[src/rtl/decode_pkg.sv]
// rtl/decode_pkg.sv - opcodes, control bundle layout and field helpers for the decode stage
package decode_pkg;

    localparam logic [6:0] OPC_LUI     = 7'b0110111;
    localparam logic [6:0] OPC_AUIPC   = 7'b0010111;
    localparam logic [6:0] OPC_OPIMM   = 7'b0010011;
    localparam logic [6:0] OPC_OPIMM32 = 7'b0011011;
    localparam logic [6:0] OPC_OP      = 7'b0110011;
    localparam logic [6:0] OPC_OP32    = 7'b0111011;
    localparam logic [6:0] OPC_JAL     = 7'b1101111;
    localparam logic [6:0] OPC_JALR    = 7'b1100111;
    localparam logic [6:0] OPC_BRANCH  = 7'b1100011;
    localparam logic [6:0] OPC_LOAD    = 7'b0000011;
    localparam logic [6:0] OPC_STORE   = 7'b0100011;
    localparam logic [6:0] OPC_MISCMEM = 7'b0001111;
    localparam logic [6:0] OPC_SYSTEM  = 7'b1110011;

    localparam logic [6:0] FN7_BASE   = 7'b0000000;
    localparam logic [6:0] FN7_ALT    = 7'b0100000;
    localparam logic [6:0] FN7_MULDIV = 7'b0000001;

    localparam logic [31:0] INST_ECALL  = 32'h0000_0073;
    localparam logic [31:0] INST_EBREAK = 32'h0010_0073;
    localparam logic [31:0] INST_MRET   = 32'h3020_0073;

    // Control bundle bit positions, LSB first
    localparam int ALU_OP    = 0;   // 3 bits
    localparam int ALU_IMM   = 3;
    localparam int ALU_SUB   = 4;
    localparam int ALU_SRA   = 5;
    localparam int ALU_WORD  = 6;
    localparam int IS_MUL    = 7;
    localparam int RD_W      = 8;
    localparam int LD_UPPER  = 9;
    localparam int ADD_PC    = 10;
    localparam int JMP_REG   = 11;
    localparam int IS_BRANCH = 12;
    localparam int IS_JMP    = 13;
    localparam int IS_LOAD   = 14;
    localparam int IS_STORE  = 15;
    localparam int IS_FENCE  = 16;
    localparam int IS_FENCEI = 17;
    localparam int IS_CSR    = 18;
    localparam int IS_MRET   = 19;
    localparam int EXC_ECALL = 20;
    localparam int EXC_BREAK = 21;
    localparam int CSR_ZIMM  = 22;
    localparam int CSR_W     = 23;
    localparam int CSR_SET   = 24;
    localparam int CSR_CLR   = 25;
    localparam int ILLEGAL   = 26;
    localparam int CTRL_W    = 27;

    function automatic logic [6:0] f_opcode(input logic [31:0] inst);
        return inst[6:0];
    endfunction

    function automatic logic [2:0] f_fn3(input logic [31:0] inst);
        return inst[14:12];
    endfunction

    function automatic logic [6:0] f_fn7(input logic [31:0] inst);
        return inst[31:25];
    endfunction

    function automatic logic [4:0] f_rd(input logic [31:0] inst);
        return inst[11:7];
    endfunction

endpackage

[src/rtl/decode_comb.sv]
// rtl/decode_comb.sv - combinational instruction word to control bundle decoder
// Ports: inst (32-bit instruction) -> ctrl (CTRL_W packed bundle, layout in decode_pkg)
module decode_comb
    import decode_pkg::*;
#(
    parameter int XLEN = 32,
    parameter int MEXT = 0
) (
    input  logic [31:0]       inst,
    output logic [CTRL_W-1:0] ctrl
);

    localparam bit RV32  = (XLEN == 32);
    localparam bit HAS_M = (MEXT != 0);

    logic [6:0] opc;
    logic [2:0] fn3;
    logic [6:0] fn7;
    logic [4:0] rd;

    assign opc = f_opcode(inst);
    assign fn3 = f_fn3(inst);
    assign fn7 = f_fn7(inst);
    assign rd  = f_rd(inst);

    logic is_lui, is_auipc, is_opimm, is_opimm32, is_op, is_op32;
    logic is_jal, is_jalr, is_br, is_ld, is_st, is_mm, is_sys;

    assign is_lui     = (opc == OPC_LUI);
    assign is_auipc   = (opc == OPC_AUIPC);
    assign is_opimm   = (opc == OPC_OPIMM);
    assign is_opimm32 = (opc == OPC_OPIMM32);
    assign is_op      = (opc == OPC_OP);
    assign is_op32    = (opc == OPC_OP32);
    assign is_jal     = (opc == OPC_JAL);
    assign is_jalr    = (opc == OPC_JALR);
    assign is_br      = (opc == OPC_BRANCH);
    assign is_ld      = (opc == OPC_LOAD);
    assign is_st      = (opc == OPC_STORE);
    assign is_mm      = (opc == OPC_MISCMEM);
    assign is_sys     = (opc == OPC_SYSTEM);

    logic known, r_type, fn7_ok, sh_imm, sys0, sys_csr;
    logic ecall, ebreak, mret, alt_imm, illegal;

    assign known   = is_lui | is_auipc | is_opimm | is_opimm32 | is_op | is_op32 |
                     is_jal | is_jalr | is_br | is_ld | is_st | is_mm | is_sys;
    assign r_type  = is_op | is_op32;
    assign fn7_ok  = (fn7 == FN7_BASE) | (fn7 == FN7_ALT) | (HAS_M & (fn7 == FN7_MULDIV));
    assign sh_imm  = is_opimm & ((fn3 == 3'b001) | (fn3 == 3'b101));
    assign sys0    = is_sys & (fn3 == 3'b000);
    assign sys_csr = is_sys & (fn3 != 3'b000) & (fn3 != 3'b100);
    assign ecall   = (inst == INST_ECALL);
    assign ebreak  = (inst == INST_EBREAK);
    assign mret    = (inst == INST_MRET);
    // RV64 shift-immediates carry shamt[5] in inst[25], so only fn7[6:1] selects SRA
    assign alt_imm = RV32 ? (fn7 == FN7_ALT) : (fn7[6:1] == FN7_ALT[6:1]);

    assign illegal = ~known | (inst[1:0] != 2'b11)
                   | (r_type & ~fn7_ok)
                   | (r_type & (fn7 == FN7_ALT) & (fn3 != 3'b000) & (fn3 != 3'b101))
                   | (RV32 & (is_op32 | is_opimm32))
                   | (RV32 & sh_imm & inst[25])
                   | (is_ld & ((fn3 == 3'b111) | (RV32 & ((fn3 == 3'b011) | (fn3 == 3'b110)))))
                   | (is_st & (fn3[2] | (RV32 & (fn3 == 3'b011))))
                   | (is_br & (fn3[2:1] == 2'b01))
                   | (is_jalr & (fn3 != 3'b000))
                   | (is_sys & (fn3 == 3'b100))
                   | (sys0 & ~(ecall | ebreak | mret));

    logic writes;
    assign writes = is_lui | is_auipc | is_opimm | is_opimm32 | r_type |
                    is_jal | is_jalr | is_ld | sys_csr;

    always_comb begin
        ctrl = '0;
        if (illegal) begin
            ctrl[ILLEGAL] = 1'b1;
        end else begin
            ctrl[ALU_OP +: 3] = (is_jal | is_jalr | is_ld | is_st) ? 3'b000 : fn3;
            ctrl[ALU_IMM]   = is_opimm | is_opimm32 | is_ld | is_st | is_jalr;
            ctrl[ALU_SUB]   = r_type & (fn3 == 3'b000) & (fn7 == FN7_ALT);
            ctrl[ALU_SRA]   = (fn3 == 3'b101) &
                              (((r_type | is_opimm32) & (fn7 == FN7_ALT)) | (is_opimm & alt_imm));
            ctrl[ALU_WORD]  = is_op32 | is_opimm32;
            ctrl[IS_MUL]    = r_type & (fn7 == FN7_MULDIV);
            ctrl[RD_W]      = writes & (rd != 5'd0);
            ctrl[LD_UPPER]  = is_lui;
            ctrl[ADD_PC]    = is_auipc;
            ctrl[JMP_REG]   = is_jalr;
            ctrl[IS_BRANCH] = is_br;
            ctrl[IS_JMP]    = is_jal | is_jalr;
            ctrl[IS_LOAD]   = is_ld;
            ctrl[IS_STORE]  = is_st;
            ctrl[IS_FENCE]  = is_mm & (fn3 == 3'b000);
            ctrl[IS_FENCEI] = is_mm & (fn3 == 3'b001);
            ctrl[IS_CSR]    = sys_csr;
            ctrl[IS_MRET]   = mret;
            ctrl[EXC_ECALL] = ecall;
            ctrl[EXC_BREAK] = ebreak;
            ctrl[CSR_ZIMM]  = sys_csr & fn3[2];
            ctrl[CSR_W]     = sys_csr & (fn3[1:0] == 2'b01);
            ctrl[CSR_SET]   = sys_csr & (fn3[1:0] == 2'b10);
            ctrl[CSR_CLR]   = sys_csr & (fn3[1:0] == 2'b11);
        end
    end

endmodule

[src/rtl/decode_stage.sv]
// rtl/decode_stage.sv - registered valid/ready decode stage with 2-entry skid buffer
// Ports: clk, rst_n (async active-low), flush; in_valid/in_ready/in_inst/in_pc from fetch;
//        out_valid/out_ready/out_inst/out_pc/out_ctrl to register-read
module decode_stage
    import decode_pkg::*;
#(
    parameter int XLEN = 32,
    parameter int MEXT = 0
) (
    input  logic              clk,
    input  logic              rst_n,
    input  logic              flush,
    input  logic              in_valid,
    output logic              in_ready,
    input  logic [31:0]       in_inst,
    input  logic [XLEN-1:0]   in_pc,
    output logic              out_valid,
    input  logic              out_ready,
    output logic [31:0]       out_inst,
    output logic [XLEN-1:0]   out_pc,
    output logic [CTRL_W-1:0] out_ctrl
);

    logic [CTRL_W-1:0] dec_ctrl;

    decode_comb #(.XLEN(XLEN), .MEXT(MEXT)) u_decode_comb (
        .inst (in_inst),
        .ctrl (dec_ctrl)
    );

    logic              skid_valid;
    logic [31:0]       skid_inst;
    logic [XLEN-1:0]   skid_pc;
    logic [CTRL_W-1:0] skid_ctrl;

    logic push;
    assign push = in_valid & in_ready;

    // The main register doubles as the output register; skid is only ever
    // occupied while main is, so main freeing up always drains skid first.
    always_ff @(posedge clk or negedge rst_n) begin
        if (!rst_n) begin
            out_valid  <= 1'b0;
            out_inst   <= '0;
            out_pc     <= '0;
            out_ctrl   <= '0;
            skid_valid <= 1'b0;
            skid_inst  <= '0;
            skid_pc    <= '0;
            skid_ctrl  <= '0;
            in_ready   <= 1'b1;
        end else if (flush) begin
            out_valid  <= 1'b0;
            skid_valid <= 1'b0;
            in_ready   <= 1'b1;
        end else if (!out_valid || out_ready) begin
            if (skid_valid) begin
                out_valid  <= 1'b1;
                out_inst   <= skid_inst;
                out_pc     <= skid_pc;
                out_ctrl   <= skid_ctrl;
                skid_valid <= 1'b0;
                in_ready   <= 1'b1;
            end else if (push) begin
                out_valid <= 1'b1;
                out_inst  <= in_inst;
                out_pc    <= in_pc;
                out_ctrl  <= dec_ctrl;
            end else begin
                out_valid <= 1'b0;
            end
        end else if (push) begin
            skid_valid <= 1'b1;
            skid_inst  <= in_inst;
            skid_pc    <= in_pc;
            skid_ctrl  <= dec_ctrl;
            in_ready   <= 1'b0;
        end
    end

endmodule

[config.mk]
export PLATFORM = sky130hd
export DESIGN_NAME = decode_stage
export DESIGN_NICKNAME = d
export VERILOG_FILES = /design/src/rtl/decode_pkg.sv /design/src/rtl/decode_comb.sv /design/src/rtl/decode_stage.sv
export SDC_FILE = /design/constraint.sdc
export NUM_CORES = 1
export LEC_CHECK = 0
export ABC_AREA = 1
export CORE_ASPECT_RATIO = 0.5
export CORE_MARGIN = 2
export CORE_UTILIZATION = 25
export CTS_CLUSTER_DIAMETER = 60
export DETAILED_ROUTE_END_ITERATION = 7
export GPL_ROUTABILITY_DRIVEN = 0
export PLACE_DENSITY_LB_ADDON = 0.25
export SLEW_MARGIN = 20
export SYNTH_ARGS = -nofsm -noshare
export SYNTH_HDL_FRONTEND = slang
export SYNTH_SLANG_ARGS = --single-unit
[constraint.sdc]
create_clock -name clk -period 2.61 [get_ports clk]
set_clock_uncertainty 0.15 [all_clocks]
set_input_delay 0.261 -clock clk [delete_from_list [all_inputs] [get_ports clk]]
set_output_delay 0.261 -clock clk [all_outputs]
set_load 0.03 [all_outputs]
==> impl_metrics.yaml <==
outcome:
  status: "completed"
cts:
  clk_pin_slew_ns: 0.07
  ctsRootBufferMaster: "clkbuf_16"
  cts_tree: "yes"
  cts.hold.buffers_added: 1
  cts_buffers: 17
  htree_num_levels: 4
  cts_resized: 0
  postCtsSetupBuffers: 0
  insertion_delay_ns: 0.44
  cts_max_path_buffers: 2
  cts.sinks: 185
floorplan:
  std_cell_rows: 47
  io_pins: 162
  initial_core_util: 0.253
  die-area_mm2: 0.0350
  chipWidth_um: 263
  core_area_mm2: 0.0330
  dieHeight_um: 133
grt:
  grt_max_degree: 153
  antenna_found_initial: 0
  track_usage: 0.137
  grt_pass1_wl_um: 38200
  grt_overflow: 0
  grt_pass1_vias: 7004
timing:
  setup_viol: 0
  rsz0062_at_grt: "false"
  final.setup.tns_ns: 0
  worst_slew_pin_slew_ns: 0.652
  period_minus_slack_ns: 2.08
  fin_ws_ns: 0.527
  max_slew_margin: 0.565
  fmax_mhz: 480
  min_period_over_period: 0.798
  finalHoldViolCount: 0
  final_max_slew_viol_count: 0
worst_setup_path:
  crit_path_max_incr_delay_ns: 0.67
  worstRegToRegCells: 9
  cp_data_required_time_ns: 2.20
  crit_family: "buffers and inverters"
  critPathSlowestCell: "clkdlybuf4s50_1"
  r2r_slack_ns: 0.61
  cp-end-kind: "primary output"
  crit_path_start_kind: "register"
  reg2reg_to: "skid_inst[29]$_DFFE_PN0P_"
  cp.arrival_ns: 1.67
  r2r-start: "out_valid$_DFFE_PN0N_"
  crit_fanout: 4
  crit_chain: "clkdlybuf4s50_1"
  criticalPathCategory: "reg -> out"
  crit_buf_inv: 1
layout:
  seqCellArea_mm2: 0.00463
  drive_above_1_share: 0.0749
  multi_input_area_mm2: 0.00312
  areaGrowthSynthToFinish_pct: 33.8
  nFillCells: 3398
  nNetsFinal: 1244
placement:
  port-buffer-count: 161
  post-place-ws_ns: 0.107
  dpl.hpwl_um: 16100
synth:
  yosys_warnings: 0
  ys_ff_latch: 185
  synth_fp_nets: 1104
  synth.most_common_cell: "nand2_1"
  yosysSeqAreaShare: 0.554
  synth_area_mm2: 0.00836
  syn_avg_cell_area_um2: 8.08
  synth_cell_types: 29
  yosysTopAreaCell: "dfrtp_1"
  synth_cells: 1035
  async_reset_ff_frac: 1.00
  yosysTopAreaCellShare: 0.551
  synth-edff-count: 0
  synth_common_cells: "nand2_1 (320), o21ai_0 (221), dfrtp_1 (184)"
  synth.area.top_cells: "dfrtp_1 (55%), nand2_1 (14%), o21ai_0 (13%)"
  synth_ff_type: "dfrtp_1"
flow_run:
  drv_cap: 0
hold_path:
  hp-class: "in -> async"
pwr:
  p_per_area_mw_per_mm2: 752
  cellLeakagePower_uw: 0.00536
  worst_ir_drop_vdd_uv: 371
detailed_routing:
  drc: 0
  dr.pass1.iters: 5
  postRouteAntennaNets: 0
  drt_iter0_drc: 415
  routedWlPerCell_um: 14.2
  route.vias.total: 7162
  wl_um: 23200
  post_drt_via_cell_ratio: 4.39
-- per-layer routing --
layer  global-route usage  up-vias  wire, um
met3               0.0353       22       686
met5                    0        -         0
met4               0.0409        0       458
met1                0.177     3431     10500
li1                     -     3601         -
met2                0.226      108     11600
-- how the worst max path moves through the flow --
stage	startpoint	to	slack (ns)	cells after the start
after floorplan	in_ready$_DFFE_PN1P_	out_ctrl[24]$_DFFE_PN0P_	0.65	10
after global placement	in_inst[2]	skid_ctrl[12]$_DFFE_PN0P_	0.16	13
after detailed placement	in_inst[2]	skid_ctrl[13]$_DFFE_PN0P_	0.11	12
after CTS	in_ready$_DFFE_PN1P_	in_ready	0.49	1
after global routing	in_inst[26]	skid_ctrl[14]$_DFFE_PN0P_	0.34	12
final	in_ready$_DFFE_PN1P_	in_ready	0.53	1
-- metrics by stage --
step           instances  power, uW  instance area [um2]  hold slack [ns]  utilization
2_1_floorplan       1035       4680                 8360           -0.185            -
3_3_place_gp        1596       5520                10500           0.0940        0.319
3_5_place_dp        1596       5560                10500           0.0946        0.319
4_1_cts             1629       8540                11200            0.176        0.339
5_1_grt             1629       8900                11200            0.210        0.339
6_report            1630       8420                11200            0.174        0.339
-- cell families (layout without fill, tap and decap cells) --
family | count (synthesis) | count (layout) | synth area share
buf+inv | 158 | 311 | 0.0732
flops | 185 | 185 | 0.554
compound gates | 257 | 257 | 0.161
simple gates | 435 | 435 | 0.212
other cells | 0 | 1 | 0
-- cells in the final DEF, fill, tap and decap left out --
| cell type | instances |
|---|---|
| nor3_1 | 6 |
| a21oi_1 | 17 |
| buf_4 | 12 |
| clkinv_4 | 2 |
| o22a_1 | 1 |
| dlygate4sd3_1 | 1 |
| nor2_1 | 58 |
| nand3_1 | 23 |
| nand3_2 | 2 |
| o21ai_0 | 221 |
| clkbuf_16 | 17 |
| nor2_4 | 3 |
| nand4_1 | 9 |
| clkdlybuf4s50_1 | 160 |
| dfrtp_1 | 184 |
| o211ai_1 | 2 |
| diode_2 | 1 |
| nand2_4 | 1 |
| o21ai_2 | 7 |
| o21ai_1 | 1 |
| nand2_2 | 5 |
| buf_12 | 6 |
| nand2_1 | 320 |
| inv_4 | 3 |
| nand3b_1 | 1 |
| o21a_1 | 2 |
| bufinv_16 | 5 |
| clkinv_2 | 3 |
| clkbuf_8 | 3 |
| o31ai_1 | 4 |
| inv_8 | 1 |
| nor2_2 | 6 |
| inv_2 | 9 |
| dfstp_2 | 1 |
| inv_1 | 87 |
| nand3_4 | 1 |
| inv_6 | 2 |
| a2bb2oi_1 | 2 |
-- power breakdown --
group	internal [uW]	leakage [uW]	switching, uW
sequential	3390	0.00237	268
combinational	746	0.00266	1080
clock	1760	0.000330	1170
total	5900	0.00536	2520
-- registers in the layout (all words and copies together), names as in the netlist --
signal	flops
skid_ctrl	27
out_valid	1
out_pc	32
skid_inst	32
out_ctrl	27
in_ready	1
skid_pc	32
out_inst	32
skid_valid	1
-- area by class of cell --
cell class	instances	area share
Inverter	99	0.0339
Sequential cell	185	0.414
Clock buffer	19	0.0405
Timing Repair Buffer	180	0.164
Tap cell	441	0.0493
Antenna cell	1	0.000224
Clock inverter	13	0.0189
Multi-Input combinational cell	692	0.279
No activity file was read; power rests on OpenSTA's default activity.
==> RTL change (same flow settings) <==
`XLEN` is set to 32 in 2 places; all go to 16.
--- a/src/rtl/decode_comb.sv
+++ b/src/rtl/decode_comb.sv
@@ -5,3 +5,3 @@
 #(
-    parameter int XLEN = 32,
+    parameter int XLEN = 16,
     parameter int MEXT = 0
--- a/src/rtl/decode_stage.sv
+++ b/src/rtl/decode_stage.sv
@@ -6,3 +6,3 @@
 #(
-    parameter int XLEN = 32,
+    parameter int XLEN = 16,
     parameter int MEXT = 0
Interface: changed (resized in_pc and out_pc); port bits go from 162 to 130. The function was not compared with the original's and may differ.
==> RTL change against the unedited design <==
  * Cell area down 16%
  * Routed wire length down 16%
  * Cell count down 14%
  * Setup slack better by 2.2 ps
  * Sequential cell count down 32
  * Register-to-register slack better by 40 ps
  * Synthesized area down 17%
  * Power down 15%
  * Non-clock buffer count down 30
  * Critical path type unchanged
  * Highest routed layer unchanged
==> RTL change: results (changes against the unedited design) <==
| Group | Quantity | Reported | vs unedited |
| --- | --- | --- | --- |
| cells and area | Ratio of cells with drive above 1 in the final layout | 6.995% | -0.50 points |
| synth | Post-synthesis net count | 933 | -15% |
| global routing | Global router's overall resource usage | 14.15% | +0.47 points |
| worst setup path | Setup slack on the worst flop-to-flop path | 650 ps | +40 ps |
| synth | Ys Warns | 0 | unchanged |
| cells and area | Biggest registers after layout | out_inst x32, skid_inst x32 |  |
| cells and area | Post-layout nets | 1055 | -15% |
| drt | Average via count per standard cell | 4.335 | -1.4% |
| clock network | Cell at the root of the clock tree | clkbuf_16 |  |
| timing | Post-route worst hold slack | 217.6 ps | +43.19 ps |
| worst setup path | Data arrival, critical path | 1670 ps | about the same |
| global routing | First-pass GRT wire length | 31820 microns | -17% |
| global routing | Vias in the first global route | 5830 | -17% |
| worst setup path | Crit path largest cell delay | 670 ps | about the same |
| synth | Most used DFF post-synth | dfrtp_1 |  |
| synth | Largest cells by area after synthesis | dfrtp_1 55%, nand2_1 15%, o21ai_0 13% |  |
| power | Standby leakage power | 4.554 nW | -15% |
| clock network | Clock latency on the worst-skew pair | 440 ps | about the same |
| clock network | Number of buffers added by the clock tree synthesis step | 17 | unchanged |
| worst setup path | Cell at the slowest stage of the critical path | clkdlybuf4s50_1 |  |
| worst setup path | Crit path max fanout | 4 | unchanged |
| worst setup path | Reg-to-Reg End | out_pc[1] |  |
| clock network | H-tree Lvls | 4 | unchanged |
| drt | Mean routed wirelength per cell | 13.99 microns | -1.6% |
| power | Worst VDD drop | 0.4419 mV | +19% |
| drt | Starting DRC count in detailed routing | 406 | -2.2% |
| placed design | Detailed placement HPWL | 13260 microns | -17% |
| global routing | Initial antenna violation count | 1 | +1 |
| clock network | Clk buf depth | 2 | unchanged |
| hold path | Worst hold path class | in2async |  |
| global routing | Largest net degree at the start of global routing | 122 | -20% |
| run status | Status | completed |  |
| worst setup path | Startpoint of the most critical register-to-register path | in_ready |  |
| clock network | Post-CTS Resized | 0 | unchanged |
| synth | Sequential area share after synthesis | 54.89% | -0.48 points |
| worst setup path | Logic depth of the worst register-to-register path | 8 | -1 |
| placed design | Area of placed instances | 8773 sq um | -17% |
| synth | Synth top cells by count | 271 x nand2_1, 175 x o21ai_0, 152 x dfrtp_1 |  |
| timing | Slew at the pin closest to its max-slew limit | 673.2 ps | +21.01 ps |
| clock network | Clock slew at the register clock pins of the worst setup and hold paths | 70 ps | about the same |
| synth | Number of distinct standard cells referenced by the synthesized netlist | 27 | -6.9% |
| placed design | Number of buffer cells added on primary ports | 129 | -20% |
| cells and area | Number of fill cells | 2874 | -15% |
## RTL change: cell types whose count changed after synthesis, sizes merged, moves of 2 or more
cell | before | now
a21oi | 17 | 19
a2bb2oi | 2 | 4
clkbuf | 49 | 38
dfrtp | 184 | 152
inv | 99 | 85
nand2 | 326 | 276
nand3 | 26 | 24
nand4 | 9 | 7
nor4 | 0 | 3
o21ai | 229 | 183
o31ai | 4 | 2
## RTL change: through the flow
stage / cells / setup WS (ps) / power, mW
after floorplan: 880 / 648.1 / 3.762
after global placement: 1364 / 236.6 / 4.417
after detailed placement: 1364 / 183.5 / 4.440
after CTS: 1397 / 493.5 / 7.247
after global routing: 1398 / 417.0 / 7.526
final: 1399 / 529.4 / 7.119
## RTL change: what timing repair did
item	CTS	global route
hold buffers	1	0
buffers inserted	0	0
endpoints found under the hold margin	52	0
## RTL change: how the worst max path moves through the flow
stage	from	to	slack, ps	cells past startpoint
6_report	in_ready	in_ready	530	1
5_1_grt	in_inst[3]	skid_ctrl[11]	420	14
4_1_cts	in_ready	in_ready	490	1
3_5_place_dp	in_inst[2]	skid_ctrl[15]	180	14
3_3_place_gp	in_inst[2]	skid_ctrl[6]	240	14
2_1_floorplan	in_ready	out_inst[10]	650	9
## RTL change: cells by family (layout without fill, tap and decap cells)
logic type / Yosys count / in the layout / share of synthesized area (%)
AO/OA/AOI/OAI: 212 / 212 / 15.74
AND/OR/NAND/NOR: 383 / 383 / 22.22
buffers and inverters: 132 / 267 / 7.154
other: 0 / 2 / 0
flip-flops: 153 / 153 / 54.89
## RTL change: area by class of cell
type	count	area, sq um	area share, %
well taps	382	478.0	5.066
repair buffers	150	1503	15.93
diodes	2	5.005	0.05304
inverters	85	324.1	3.435
clock inverters	14	207.7	2.201
multi-input cells	595	2649	28.07
clock buffers	18	439.2	4.655
flip-flops and latches	153	3830	40.59
## RTL change: per-layer routing
metal,up-vias,routed length (microns),track usage [%]
met5,-,0,0
met4,0,501,6.211
met3,31,714,3.376
met2,109,8733,21.51
li1,3074,-,-
met1,2850,9622,19.21
## RTL change: where the power goes
group | total [mW] | switching [mW] | internal (mW) | leakage, nW
sequential | 2.97 | 0.196 | 2.77 | 1.97
clock | 2.74 | 1.09 | 1.65 | 0.316
combinational | 1.41 | 0.837 | 0.575 | 2.27
